**config.mk**
```make
export PLATFORM = sky130hd
export DESIGN_NAME = i2s_deserializer_flat
export DESIGN_NICKNAME = d
export VERILOG_FILES = /design/src/rtl/i2s_pkg.sv /design/src/rtl/i2s_deserializer_if.sv /design/src/rtl/i2s_sync_edge.sv /design/src/rtl/i2s_deserializer.sv /design/src/flat_wrapper.sv
export SDC_FILE = /design/constraint.sdc
export NUM_CORES = 1
export LEC_CHECK = 0
export BUFFER_PORTS_ARGS = -buffer_cell sky130_fd_sc_hd__buf_2
export CORE_MARGIN = 10
export CORE_UTILIZATION = 50
export DETAILED_ROUTE_END_ITERATION = 8
export PLACE_DENSITY = 0.71
export SLEW_MARGIN = 30
export SYNTH_ARGS = -nofsm -noshare
export SYNTH_HDL_FRONTEND = slang
export SYNTH_SLANG_ARGS = --single-unit
```
**constraint.sdc**
```tcl
create_clock -name clk25 -period 1.9 [get_ports clk25]
set_input_delay 0.38 -clock clk25 [delete_from_list [all_inputs] [get_ports clk25]]
set_output_delay 0.38 -clock clk25 [all_outputs]
set_load 0.1 [all_outputs]
```
**src/rtl/i2s_pkg.sv**
```systemverilog
// Shared I2S definitions: receiver state encoding, default widths and WS polarity,
// so the upsampler's transmitter and this receiver agree on which level is left.
package i2s_pkg;

  localparam int DEF_DATA_WIDTH = 16;
  localparam int DEF_CNT_WIDTH  = 6;

  localparam logic WS_LEFT  = 1'b0;
  localparam logic WS_RIGHT = 1'b1;

  typedef enum logic [1:0] {
    ST_SYNC       = 2'd0,
    ST_RIGHT_SKIP = 2'd1,
    ST_LEFT       = 2'd2,
    ST_RIGHT      = 2'd3
  } rx_state_e;

endpackage

```
**src/rtl/i2s_deserializer_if.sv**
```systemverilog
// Parallel sample bus leaving the I2S receiver: one coherent stereo frame per
// sample_valid pulse, plus measured word length and lock status.
interface i2s_deserializer_if
  import i2s_pkg::*;
#(
  parameter int DATA_WIDTH = DEF_DATA_WIDTH,
  parameter int CNT_WIDTH  = DEF_CNT_WIDTH
) ();

  logic [DATA_WIDTH-1:0] sample_l;
  logic [DATA_WIDTH-1:0] sample_r;
  logic                  sample_valid;
  logic [CNT_WIDTH-1:0]  bits_per_word;
  logic                  locked;

  modport master (
    output sample_l, sample_r, sample_valid, bits_per_word, locked
  );

  modport slave (
    input sample_l, sample_r, sample_valid, bits_per_word, locked
  );

endinterface

```
**src/rtl/i2s_sync_edge.sv**
```systemverilog
// Brings the asynchronous BCK/WS/DATA pins into the clk25 domain through 2-FF
// synchronizers and flags each BCK rising edge (bit event) with an extra BCK stage.
module i2s_sync_edge (
  input  logic clk25,
  input  logic reset_n,
  input  logic bck_i,
  input  logic ws_i,
  input  logic data_i,
  output logic bit_event_o,
  output logic ws_o,
  output logic data_o
);

  logic [2:0] pin;
  logic [2:0] meta_q;
  logic [2:0] sync_q;
  logic       bck_dly_q;

  assign pin = {data_i, ws_i, bck_i};

  generate
    for (genvar gi = 0; gi < 3; gi++) begin : g_sync
      always_ff @(posedge clk25 or negedge reset_n) begin
        if (!reset_n) begin
          meta_q[gi] <= 1'b0;
          sync_q[gi] <= 1'b0;
        end else begin
          meta_q[gi] <= pin[gi];
          sync_q[gi] <= meta_q[gi];
        end
      end
    end
  endgenerate

  always_ff @(posedge clk25 or negedge reset_n) begin
    if (!reset_n) begin
      bck_dly_q <= 1'b0;
    end else begin
      bck_dly_q <= sync_q[0];
    end
  end

  assign bit_event_o = sync_q[0] & ~bck_dly_q;
  assign ws_o        = sync_q[1];
  assign data_o      = sync_q[2];

endmodule

```
**src/rtl/i2s_deserializer.sv**
```systemverilog
// I2S receiver: oversamples BCK/WS/DATA in clk25, deserializes MSB-first words and
// emits one sample_valid per stereo frame. Define I2S_LEFT_JUSTIFIED_EN for left-justified input.
module i2s_deserializer
  import i2s_pkg::*;
#(
  parameter int DATA_WIDTH = DEF_DATA_WIDTH,
  parameter int CNT_WIDTH  = DEF_CNT_WIDTH
) (
  input  logic               clk25,
  input  logic               reset_n,
  input  logic               I2S_BCK,
  input  logic               I2S_WS,
  input  logic               I2S_DATA,
  i2s_deserializer_if.master rx_o
);

  localparam logic [DATA_WIDTH-1:0] MSB_ONE = {1'b1, {(DATA_WIDTH-1){1'b0}}};
  localparam logic [CNT_WIDTH-1:0]  CNT_ONE = {{(CNT_WIDTH-1){1'b0}}, 1'b1};

  function automatic logic [CNT_WIDTH-1:0] sat_inc(input logic [CNT_WIDTH-1:0] v);
    return (&v) ? v : v + CNT_ONE;
  endfunction

  logic bit_event;
  logic ws_s;
  logic data_s;

  i2s_sync_edge u_sync_edge (
    .clk25       (clk25),
    .reset_n     (reset_n),
    .bck_i       (I2S_BCK),
    .ws_i        (I2S_WS),
    .data_i      (I2S_DATA),
    .bit_event_o (bit_event),
    .ws_o        (ws_s),
    .data_o      (data_s)
  );

  rx_state_e             state_q, state_d;
  logic [CNT_WIDTH-1:0]  cnt_q, cnt_d;
  logic [DATA_WIDTH-1:0] shreg_q, shreg_d;
  logic                  ws_prev_q, ws_prev_d;
  logic [DATA_WIDTH-1:0] sample_l_q, sample_l_d;
  logic [DATA_WIDTH-1:0] sample_r_q, sample_r_d;
  logic                  sample_valid_q, sample_valid_d;
  logic [CNT_WIDTH-1:0]  bpw_q, bpw_d;
  logic                  locked_q, locked_d;

  logic                  ws_change;
  logic                  close_word;
  logic [DATA_WIDTH-1:0] stored;
  logic [DATA_WIDTH-1:0] word;
  logic [CNT_WIDTH-1:0]  word_len;

  assign ws_change = ws_s ^ ws_prev_q;

  always_ff @(posedge clk25 or negedge reset_n) begin
    if (!reset_n) begin
      state_q        <= ST_SYNC;
      cnt_q          <= '0;
      shreg_q        <= '0;
      ws_prev_q      <= 1'b0;
      sample_l_q     <= '0;
      sample_r_q     <= '0;
      sample_valid_q <= 1'b0;
      bpw_q          <= '0;
      locked_q       <= 1'b0;
    end else begin
      state_q        <= state_d;
      cnt_q          <= cnt_d;
      shreg_q        <= shreg_d;
      ws_prev_q      <= ws_prev_d;
      sample_l_q     <= sample_l_d;
      sample_r_q     <= sample_r_d;
      sample_valid_q <= sample_valid_d;
      bpw_q          <= bpw_d;
      locked_q       <= locked_d;
    end
  end

  always_comb begin
    state_d        = state_q;
    cnt_d          = cnt_q;
    shreg_d        = shreg_q;
    ws_prev_d      = ws_prev_q;
    sample_l_d     = sample_l_q;
    sample_r_d     = sample_r_q;
    sample_valid_d = 1'b0;
    bpw_d          = bpw_q;
    locked_d       = locked_q;
    close_word     = 1'b0;
    word           = shreg_q;
    word_len       = cnt_q;
    // Bits past DATA_WIDTH shift out of range and vanish; the word register only ever
    // has zeros below the write position, so OR-ing in the new bit is enough.
    stored         = shreg_q | (data_s ? (MSB_ONE >> cnt_q) : '0);

    if (bit_event) begin
      ws_prev_d = ws_s;
`ifdef I2S_LEFT_JUSTIFIED_EN
      if (ws_change) begin
        close_word = 1'b1;
        word       = shreg_q;
        word_len   = cnt_q;
        shreg_d    = data_s ? MSB_ONE : '0;
        cnt_d      = CNT_ONE;
      end else begin
        shreg_d = stored;
        cnt_d   = sat_inc(cnt_q);
      end
`else
      shreg_d = stored;
      cnt_d   = sat_inc(cnt_q);
      if (ws_change) begin
        close_word = 1'b1;
        word       = stored;
        word_len   = sat_inc(cnt_q);
        shreg_d    = '0;
        cnt_d      = '0;
      end
`endif
    end

    // A close is always a WS edge, so the new WS level tells rise from fall.
    if (close_word) begin
      case (state_q)
        ST_SYNC: begin
          state_d = (ws_s == WS_LEFT) ? ST_LEFT : ST_RIGHT_SKIP;
        end
        ST_RIGHT_SKIP: begin
          if (ws_s == WS_LEFT) state_d = ST_LEFT;
        end
        ST_LEFT: begin
          if (ws_s == WS_RIGHT) begin
            sample_l_d = word;
            bpw_d      = word_len;
            state_d    = ST_RIGHT;
          end
        end
        ST_RIGHT: begin
          if (ws_s == WS_LEFT) begin
            sample_r_d     = word;
            bpw_d          = word_len;
            sample_valid_d = 1'b1;
            locked_d       = 1'b1;
            state_d        = ST_LEFT;
          end
        end
        default: state_d = ST_SYNC;
      endcase
    end
  end

  assign rx_o.sample_l      = sample_l_q;
  assign rx_o.sample_r      = sample_r_q;
  assign rx_o.sample_valid  = sample_valid_q;
  assign rx_o.bits_per_word = bpw_q;
  assign rx_o.locked        = locked_q;

endmodule

```
**src/flat_wrapper.sv**
```systemverilog
// flat-port wrapper written by rule: the top's interface ports become plain ports
module i2s_deserializer_flat import i2s_pkg::*;
#(
  parameter int DATA_WIDTH = DEF_DATA_WIDTH,
  parameter int CNT_WIDTH  = DEF_CNT_WIDTH
)
  (clk25, reset_n, I2S_BCK, I2S_WS, I2S_DATA, rx_o_sample_l, rx_o_sample_r, rx_o_sample_valid, rx_o_bits_per_word, rx_o_locked);
  i2s_deserializer_if #(.DATA_WIDTH(DATA_WIDTH), .CNT_WIDTH(CNT_WIDTH)) rx_o_i ();
  input  logic clk25;
  input  logic reset_n;
  input  logic I2S_BCK;
  input  logic I2S_WS;
  input  logic I2S_DATA;
  output wire logic [$bits(rx_o_i.sample_l)-1:0] rx_o_sample_l;
  output wire logic [$bits(rx_o_i.sample_r)-1:0] rx_o_sample_r;
  output wire logic [$bits(rx_o_i.sample_valid)-1:0] rx_o_sample_valid;
  output wire logic [$bits(rx_o_i.bits_per_word)-1:0] rx_o_bits_per_word;
  output wire logic [$bits(rx_o_i.locked)-1:0] rx_o_locked;
  assign rx_o_sample_l = rx_o_i.sample_l;
  assign rx_o_sample_r = rx_o_i.sample_r;
  assign rx_o_sample_valid = rx_o_i.sample_valid;
  assign rx_o_bits_per_word = rx_o_i.bits_per_word;
  assign rx_o_locked = rx_o_i.locked;
  i2s_deserializer #(.DATA_WIDTH(DATA_WIDTH), .CNT_WIDTH(CNT_WIDTH)) u_core (.clk25(clk25), .reset_n(reset_n), .I2S_BCK(I2S_BCK), .I2S_WS(I2S_WS), .I2S_DATA(I2S_DATA), .rx_o(rx_o_i));
endmodule
```
==> results.cfg, run 1 <==
[sta]
fmax_mhz = 581
slew_violations = 0
finalSetupViolations = 0
finalHoldViolations = 0
rsz0062_at_grt = no
worstMarginPinSlew_ns = 0.561
fin_crit_ns = 1.72
tns_ns = 0
maxSlewHeadroom_pct = 62.3
layout_worst_path_cycle_share_pct = 90.6
fin_skew_ns = 0.00708
fin_ws_ns = 0.178

[placed_design]
routabilityCongestion = 0.840
postPlaceCellArea_um2 = 3410
hpwl_um = 4840
post-place-ws_ns = 0.205
dp.cells = 442
portBuffers = 44

[route]
ant_nets = 0
avgViaCountPerCell = 5.30
avgRoutedWirePerCell_um = 15.5
drt_iter0_markers = 150
dr_total_vias = 2428
drt_wl_total_um = 7100
drt-pass1-iter-count = 4
drc = 0

[synthesis]
synthSimpleGateAreaFrac_pct = 24.1
synth_flop_cell = dfrtp_1
synth_seq_cells = 72
synth-edff-count = 0
synth_mux_area_share_pct = 0.655
synthCells = 323
synthXorXnorAreaFrac_pct = 0.573
yosysWarnings = 0
synth_top_family_by_area = simple AND/OR/NAND/NOR gates
yosysSeqAreaShare_pct = 58.9
synth-compound-area-share_pct = 12.1
synthAdderAreaFrac_pct = 0.409
synth.cell_area_um2 = 3060
synth.distinct_cells = 40
syn-num-nets = 329
syn-mean-instance-area_um2 = 9.47
async_flop_share_pct = 100

[global_routing]
grt_pass1_wl_um = 12400
antenna_found_initial = 0
grtUsageMet3_pct = 4.51
grt_max_degree = 61
busiest_layer = met2
grt_use_met2_pct = 24.5
gr-total-overflow = 0
met1_usage_pct = 19.3
grt_util_all_layers_pct = 15.4
grt_pass1_vias = 2511

[floorplan]
rows = 28
die_h_um = 98.2
die_area_um2 = 9640
fp.dieW_um = 98.2
fp.coreArea_um2 = 5920
io_pins = 45
start_util_pct = 51.6

[setup_path]
cp-end-kind = flip-flop
start_kind = flip-flop
path_class = reg2reg
crit_end = u_core.rx_o.bits_per_word[2]
regToRegSetupSlack_ns = 0.18
crit_fanout = 7
rr_endpoint = u_core.rx_o.bits_per_word[2]
r2r-start = u_core.cnt_q[1]
required_ns = 2.18
critPathLaunch = u_core.cnt_q[1]
critPathSlowestCell = dfrtp_1
max_stage_delay_ns = 0.50
crit_arrival_ns = 2.00
path_cells = ha_1, nand2_1, or2_2, a211oi_1, a21o_1
rr_worst_depth = 5

[power]
p_seq_share_pct = 31.8
leakage_nw = 1.85
p_sw_mw = 3.55
internal_power_mw = 3.11
swShare_pct = 53.3
clkPwrFrac_pct = 19.4
peakVddDrop_mv = 1.28
p_per_area_nw_per_um2 = 1840
p_comb_share_pct = 48.8

[clocking]
cts_max_level = 3
cts_buffer_depth = 2
ctsResizeCount = 0
cts.clk_slew.worst_paths_ns = 0.07
cts_tree = built
clkSinkCount = 72
insertion_delay_ns = 0.34
clockRootBuffer = clkbuf_8
numCtsBuffers = 9

[layout]
fillCellCount = 510
final_cell_mix = 95 x nor2_1, 72 x dfrtp_1, 58 x a21oi_1
mostFrequentLayoutCell = nor2_1
final_area_um2 = 3630
antenna-diode-count = 0
drive_gt1_share_pct = 22.2
fin_nets = 385
final_cell_count_no_fill = 458
area_growth_pct = 18.7

[flow_run]
cap_violations = 0

[status]
outcome = complete, no violations

[hold_path]
hold_path_class = in2reg
==> timing repair <==
item | CTS | global route
setup buffers | 0 | 0
hold endpoints to repair | 12 | 0
hold buffers | 1 | 0
==> Yosys cell counts (3+ instances only) <==
| library cell | count | area share [%] |
|---|---|---|
| a21oi_1 | 58 | 9.5 |
| buf_2 | 7 | 1.1 |
| clkbuf_1 | 4 | 0.49 |
| dfrtp_1 | 72 | 59 |
| inv_1 | 3 | 0.37 |
| nand2_1 | 27 | 3.3 |
| nand2b_1 | 4 | 0.82 |
| nor2_1 | 95 | 12 |
| nor3_2 | 4 | 1.3 |
| o21ai_0 | 6 | 0.98 |
| or2_2 | 3 | 0.61 |
==> worst max-delay path: cells and delay by family, from the launching register on <==
family,cells,cell delay (ns)
adder cells (fa/ha/maj),1,0.30
flip-flops,1,0.50
AO/OA/AOI/OAI,2,0.39
AND/OR/NAND/NOR,2,0.46
==> registers in the layout (all words and copies together) (netlist names) <==
signal and flops:
u_core.ws_prev_q 1, u_core.rx_o.bits_per_word 6, u_core.rx_o.sample_valid 1, u_core.u_sync_edge.data_o 1, u_core.u_sync_edge.ws_o 1, u_core.rx_o.sample_r 16
u_core.state_q 2, u_core.rx_o.locked 1, u_core.u_sync_edge.bck_dly_q 1, u_core.u_sync_edge.meta_q 3, u_core.cnt_q 6, u_core.shreg_q 16
u_core.rx_o.sample_l 16, u_core.u_sync_edge.sync_q 1
==> metrics by stage <==
step	utilization (%)	hold WS [ns]	total power, mW
floorplan	-	0.0844	4.82
global placement	57.6	0.289	5.38
detailed placement	57.6	0.286	5.42
CTS	61.3	0.129	6.72
global route	61.3	0.133	6.96
finish	61.3	0.141	6.67
==> worst min path at each step <==
stage,end,depth (start not counted),start
final,u_core.u_sync_edge.meta_q[2],1,I2S_DATA
after global placement,u_core.u_sync_edge.meta_q[0],1,reset_n
after CTS,u_core.u_sync_edge.meta_q[0],1,I2S_BCK
after floorplan,u_core.cnt_q[0],0,reset_n
after global routing,u_core.u_sync_edge.meta_q[1],1,I2S_WS
after detailed placement,u_core.u_sync_edge.meta_q[0],1,reset_n
==> power groups by stage <==
stage | registers, mW | logic (mW) | clock network [mW]
2_1_floorplan | 4.34 | 0.477 | 0
3_3_place_gp | 2.14 | 3.24 | 0
3_5_place_dp | 2.15 | 3.27 | 0
4_1_cts | 2.12 | 3.28 | 1.32
5_1_grt | 2.18 | 3.40 | 1.38
6_report | 2.12 | 3.25 | 1.29
==> cells by family after synthesis <==
kind of cell / count (synthesis)
mux: 2
flops: 72
buf+inv: 19
compound gates: 71
fa+ha+maj: 1
xor+xnor: 2
simple gates: 156
==> per-layer routing <==
| layer | vias to the layer above | share of wire, % |
|---|---|---|
| met5 | - | 0 |
| met4 | 0 | 1.5 |
| met3 | 10 | 6.8 |
| met2 | 74 | 48 |
| met1 | 1157 | 44 |
| li1 | 1187 | - |
==> layout make-up <==
| type | count | area, um^2 | share of cell area, % |
|---|---|---|---|
| tap | 75 | 93.8 | 2.58 |
| timing repair buffer | 60 | 355 | 9.79 |
| multi-input combinational | 232 | 1160 | 31.8 |
| clock inverter | 5 | 81.3 | 2.24 |
| inverter | 4 | 15.0 | 0.414 |
| sequential | 72 | 1800 | 49.6 |
| clock buffer | 10 | 128 | 3.51 |
No activity file was read; power rests on OpenSTA's default activity.
==> run 2: changes to the inputs <==
Settings changed: CELL_PAD_IN_SITES_DETAIL_PLACEMENT set to 0, CELL_PAD_IN_SITES_GLOBAL_PLACEMENT set to 1, CORE_UTILIZATION 50 to 43, HOLD_SLACK_MARGIN set to 0.03, PLACE_DENSITY 0.71 to 0.78, SETUP_SLACK_MARGIN set to 0.3.
==> run 2 against run 1 <==
Worst hold slack worse by 0.087 ns; core utilization is 7.6 points lower; clock skew is 0.0017 ns higher; cell count is 5.2% higher; register-to-register slack better by 0.20 ns; fmax is 10% higher; critical path depth is 4 lower; sequential share of layout area is 0.64 points lower.
==> results.cfg, run 2 (synthesis gave the netlist of run 1 again) <==
[placed_design]
hpwl_um = 4870
portBuffers = 44
routabilityCongestion = 0.844
postPlaceCellArea_um2 = 3450
post-place-ws_ns = 0.214
dp.cells = 464

[setup_path]
critical_path_buf_inv_count = 1
rr_worst_depth = 6
critPathSlowestCell = buf_2
required_ns = 1.52
path_class = reg2out
path_depth = 1
crit_arrival_ns = 1.18
crit_fanout = 2
cp-end-kind = output port
start_kind = flip-flop
path_cells = buf_2
max_stage_delay_ns = 0.45
critical-path-top-delay-family = buffers and inverters

[layout]
final_cell_mix = 94 x nor2_1, 68 x dfrtp_1, 58 x a21oi_1
final_area_um2 = 3690
multi_input_area_um2 = 1200
antenna-diode-count = 0
drive_gt1_share_pct = 25.4
mostFrequentLayoutCell = nor2_1
area_growth_pct = 20.6
final_cell_count_no_fill = 482
fillCellCount = 640
fin_nets = 388
fin_util_pct = 53.7
regArea_um2 = 1810

[global_routing]
grt_util_all_layers_pct = 13.7
antenna_found_initial = 0
grt_pass1_wl_um = 12300
grt_pass1_vias = 2430
gr-total-overflow = 0
grt_max_degree = 73
grtUsageMet3_pct = 4.34
met1_usage_pct = 18.0
grt_use_met2_pct = 20.3
busiest_layer = met2

[sta]
finalSetupViolations = 0
rsz0062_at_grt = yes
worstMarginPinSlew_ns = 0.652
fin_crit_ns = 1.56
hold_slack_ns = 0.0548
slew_violations = 0
fmax_mhz = 640
fin_skew_ns = 0.00880
fin_ws_ns = 0.338
finalHoldViolations = 0
maxSlewHeadroom_pct = 56.5
layout_worst_path_cycle_share_pct = 82.2
tns_ns = 0

[power]
swShare_pct = 55.2
total_power_mw = 6.49
internal_power_mw = 2.91
clkPwrFrac_pct = 16.5
p_seq_share_pct = 32.6
p_sw_mw = 3.58
p_comb_share_pct = 50.9
p_per_area_nw_per_um2 = 1760
leakage_nw = 1.85
peakVddDrop_mv = 1.19

[clocking]
cts.clk_slew.worst_paths_ns = 0.07
cts_buffer_depth = 2
clockRootBuffer = clkbuf_8
cts_tree = built
numCtsBuffers = 9
hold_buffers = 0
clkSinkCount = 72
cts_max_level = 3
insertion_delay_ns = 0.34

[floorplan]
die_area_um2 = 10900
io_pins = 45
rows = 30
die_h_um = 104
start_util_pct = 44.5
fp.coreArea_um2 = 6870
fp.dieW_um = 104

[route]
drt_iter0_markers = 85
avgViaCountPerCell = 5.09
drt-pass1-iter-count = 4
ant_nets = 0
drt_wl_total_um = 7390
dr_total_vias = 2455
avgRoutedWirePerCell_um = 15.3
drc = 0

[status]
outcome = complete, no violations

[hold_path]
hold_path_class = in2async

[flow_run]
cap_violations = 0
-- run 2: cell types whose count changed in the layout (fill, tap and decap cells not counted), moves of 2 or more --
cell | previous run | this run
buf_4 | 14 | 18
bufinv_16 | 2 | 0
dfrtp_1 | 72 | 68
dfrtp_2 | 0 | 4
-- run 2: path summary, 6_finish.rpt --
kind / slack (ns) / from / to
worst min register to register: 0.35 / u_core.u_sync_edge.meta_q[0] / u_core.u_sync_edge.sync_q[0]
min in group clk25: 0.14 / I2S_WS / u_core.u_sync_edge.meta_q[1]
worst max-delay path: 0.34 / u_core.rx_o.sample_l[6] / rx_o_sample_l[6]
worst min-delay path: 0.05 / reset_n / u_core.u_sync_edge.meta_q[1]
max in group asynchronous: 1.54 / reset_n / u_core.cnt_q[1]
worst max register to register: 0.38 / u_core.u_sync_edge.ws_o / u_core.rx_o.sample_r[13]
-- run 2: what timing repair did --
action                                  CTS  global route
gates resized for setup                   4             8
buffers inserted                          0             3
endpoints found under the setup margin    8            28
-- run 2: worst register-to-register path, delay by kind of cell (launching register included) --
family	cells	cell delay, ns
AOI/OAI and AO/OA	1	0.08
buffers and inverters	2	0.39
DFF	1	0.39
and+or+nand+nor	3	0.56
-- run 2: area by class of cell --
| cell class | instances | share of cell area, % |
|---|---|---|
| Inverter | 4 | 0.475 |
| Sequential cell | 72 | 49.0 |
| Multi-Input combinational cell | 232 | 32.5 |
| Timing Repair Buffer | 63 | 10.2 |
| Clock buffer | 10 | 3.73 |
| Tap cell | 96 | 3.26 |
| Clock inverter | 5 | 0.916 |
-- run 2: layer usage --
layer | share of wire [%] | routed length [um] | vias up
met5 | 0 | 0 | -
met4 | 1.5 | 110 | 0
met3 | 6.2 | 458 | 15
met2 | 45 | 3290 | 62
met1 | 48 | 3530 | 1180
li1 | - | - | 1198
-- run 2: power by group through the flow --
stage / combinational (mW) / sequential (mW) / clock, mW
2_1_floorplan: 0.477 / 4.34 / 0
3_3_place_gp: 3.27 / 2.14 / 0
3_5_place_dp: 3.27 / 2.16 / 0
4_1_cts: 3.30 / 2.13 / 1.09
5_1_grt: 3.46 / 2.18 / 1.16
6_report: 3.30 / 2.12 / 1.07
==> run 3: changes to the inputs <==
Settings changed: CORE_UTILIZATION 43 to 39, PLACE_DENSITY 0.78 to 0.75.
Clock period 1.9 ns to 1.3 ns, I/O delays scaled along.
==> run 3 against run 2 <==
Worst hold slack better by 0.30 ns; clock skew rose by 0.0049 ns; sequential cell count is the same; non-clock buffer count up 38; critical path depth increased by 4; worst setup slack worse by 0.53 ns; clock-buffer cell count up 1; core utilization increased by 14 points; the run now ends with setup timing left; sequential share of layout area fell by 13 points.
==> results.cfg, run 3 (synthesis gave the netlist of run 1 again) <==
[layout]
fin_util_pct = 67.8
final_area_um2 = 5210
fin_nets = 426
final_cell_count_no_fill = 527
antenna-diode-count = 0
area_growth_pct = 70.3
fillCellCount = 575
mostFrequentLayoutCell = nor2_1
drive_gt1_share_pct = 55.5
final_cell_mix = 72 x nor2_1, 46 x dfrtp_2, 44 x buf_12
regArea_um2 = 1860
multi_input_area_um2 = 1570

[placed_design]
routabilityCongestion = 0.829
portBuffers = 44
postPlaceCellArea_um2 = 4450
post-place-ws_ns = -0.222
hpwl_um = 5400
dp.cells = 491

[power]
leakage_nw = 2.25
peakVddDrop_mv = 1.41
p_per_area_nw_per_um2 = 2360

[global_routing]
grt_max_degree = 73
antenna_found_initial = 0
grt_util_all_layers_pct = 13.9
gr-total-overflow = 0
grt_pass1_vias = 2705
grt_pass1_wl_um = 13200

[floorplan]
io_pins = 45
die_area_um2 = 11800
die_h_um = 109
fp.dieW_um = 109
fp.coreArea_um2 = 7690
rows = 32
start_util_pct = 39.8

[setup_path]
crit_arrival_ns = 1.73
start_kind = flip-flop
r2r-start = u_core.ws_prev_q
max_stage_delay_ns = 0.48
regToRegSetupSlack_ns = -0.19
crit_fanout = 7
critPathSlowestCell = dfrtp_2
critPathLaunch = u_core.ws_prev_q
rr_worst_depth = 5
cp-end-kind = flip-flop
path_cells = and3b_1, o211ai_1, buf_4, a211oi_2, a21o_1
rr_endpoint = u_core.rx_o.bits_per_word[2]
required_ns = 1.54
crit_end = u_core.rx_o.bits_per_word[2]
path_class = reg2reg

[route]
ant_nets = 0
drc = 0
drt-pass1-iter-count = 4
avgRoutedWirePerCell_um = 16.0
drt_iter0_markers = 108
avgViaCountPerCell = 5.08
dr_total_vias = 2676
drt_wl_total_um = 8420

[status]
violations = setup timing
outcome = complete, but fails checks

[clocking]
clockRootBuffer = clkbuf_8
cts_buffer_depth = 2
cts_max_level = 3
cts.clk_slew.worst_paths_ns = 0.07
cts_tree = built
clkSinkCount = 72
insertion_delay_ns = 0.35
numCtsBuffers = 9

[hold_path]
hold_path_class = reg2reg

[sta]
finalSetupViolations = 58
finalHoldViolations = 0
layout_worst_path_cycle_share_pct = 115
maxSlewHeadroom_pct = 74.9
fmax_mhz = 669
fin_ws_ns = -0.195
worstMarginPinSlew_ns = 0.376
fin_crit_ns = 1.49
hold_slack_ns = 0.350
slew_violations = 0
fin_skew_ns = 0.0137
rsz0062_at_grt = yes

[flow_run]
cap_violations = 0
run 3: layer usage:
metal	wire, um	up-vias	GRT usage (%)
li1	-	1278	-
met1	3420	1335	16.4
met2	4480	49	23.7
met3	381	14	3.45
met4	137	0	5.37
met5	0	-	0
run 3: final cells by class:
class | instances | share of cell area (%)
flip-flops and latches | 72 | 35.7
multi-input cells | 232 | 30.1
repair buffers | 101 | 26.8
clock buffers | 11 | 2.91
well taps | 102 | 2.45
clock inverters | 5 | 1.51
inverters | 4 | 0.480
run 3: worst min-delay path by stage:
| stage | start | endpoint | slack, ns | depth (start not counted) |
|---|---|---|---|---|
| final | u_core.u_sync_edge.meta_q[1] | u_core.u_sync_edge.ws_o | 0.35 | 0 |
| after global routing | u_core.u_sync_edge.meta_q[0] | u_core.u_sync_edge.sync_q[0] | 0.36 | 0 |
| after CTS | u_core.u_sync_edge.meta_q[1] | u_core.u_sync_edge.ws_o | 0.35 | 0 |
| after global placement | reset_n | u_core.rx_o.sample_valid | 0.32 | 2 |
| after detailed placement | reset_n | u_core.rx_o.sample_valid | 0.32 | 2 |
| after floorplan | reset_n | u_core.cnt_q[0] | -0.04 | 0 |
run 3: stage by stage:
stage	TNS (ns)	power, mW
6_report	-6.74	12.3
5_1_grt	-10.77	12.7
4_1_cts	-3.88	12.1
3_5_place_dp	-6.74	9.97
3_3_place_gp	-5.46	9.90
2_1_floorplan	-2.00	7.28
run 3: report_power, final:
part / internal, mW / switching (mW)
Sequential: 2.86 / 0.603
Combinational: 2.49 / 4.30
Clock: 1.18 / 0.852
run 3: what timing repair did:
item | in CTS | in global routing
pin swaps | 22 | 18
gates resized for setup | 30 | 62
cloned | 0 | 4
hold buffers | 4 | 0
endpoints found under the setup margin | 105 | 105
hold endpoints to repair | 75 | 0
setup buffers | 7 | 5
run 3: critical path: cells and delay by family (launching register included):
kind / cells / cell delay (ns)
flip-flops: 1 / 0.48
AO/OA/AOI/OAI: 3 / 0.50
AND/OR/NAND/NOR: 1 / 0.19
buffers and inverters: 1 / 0.22
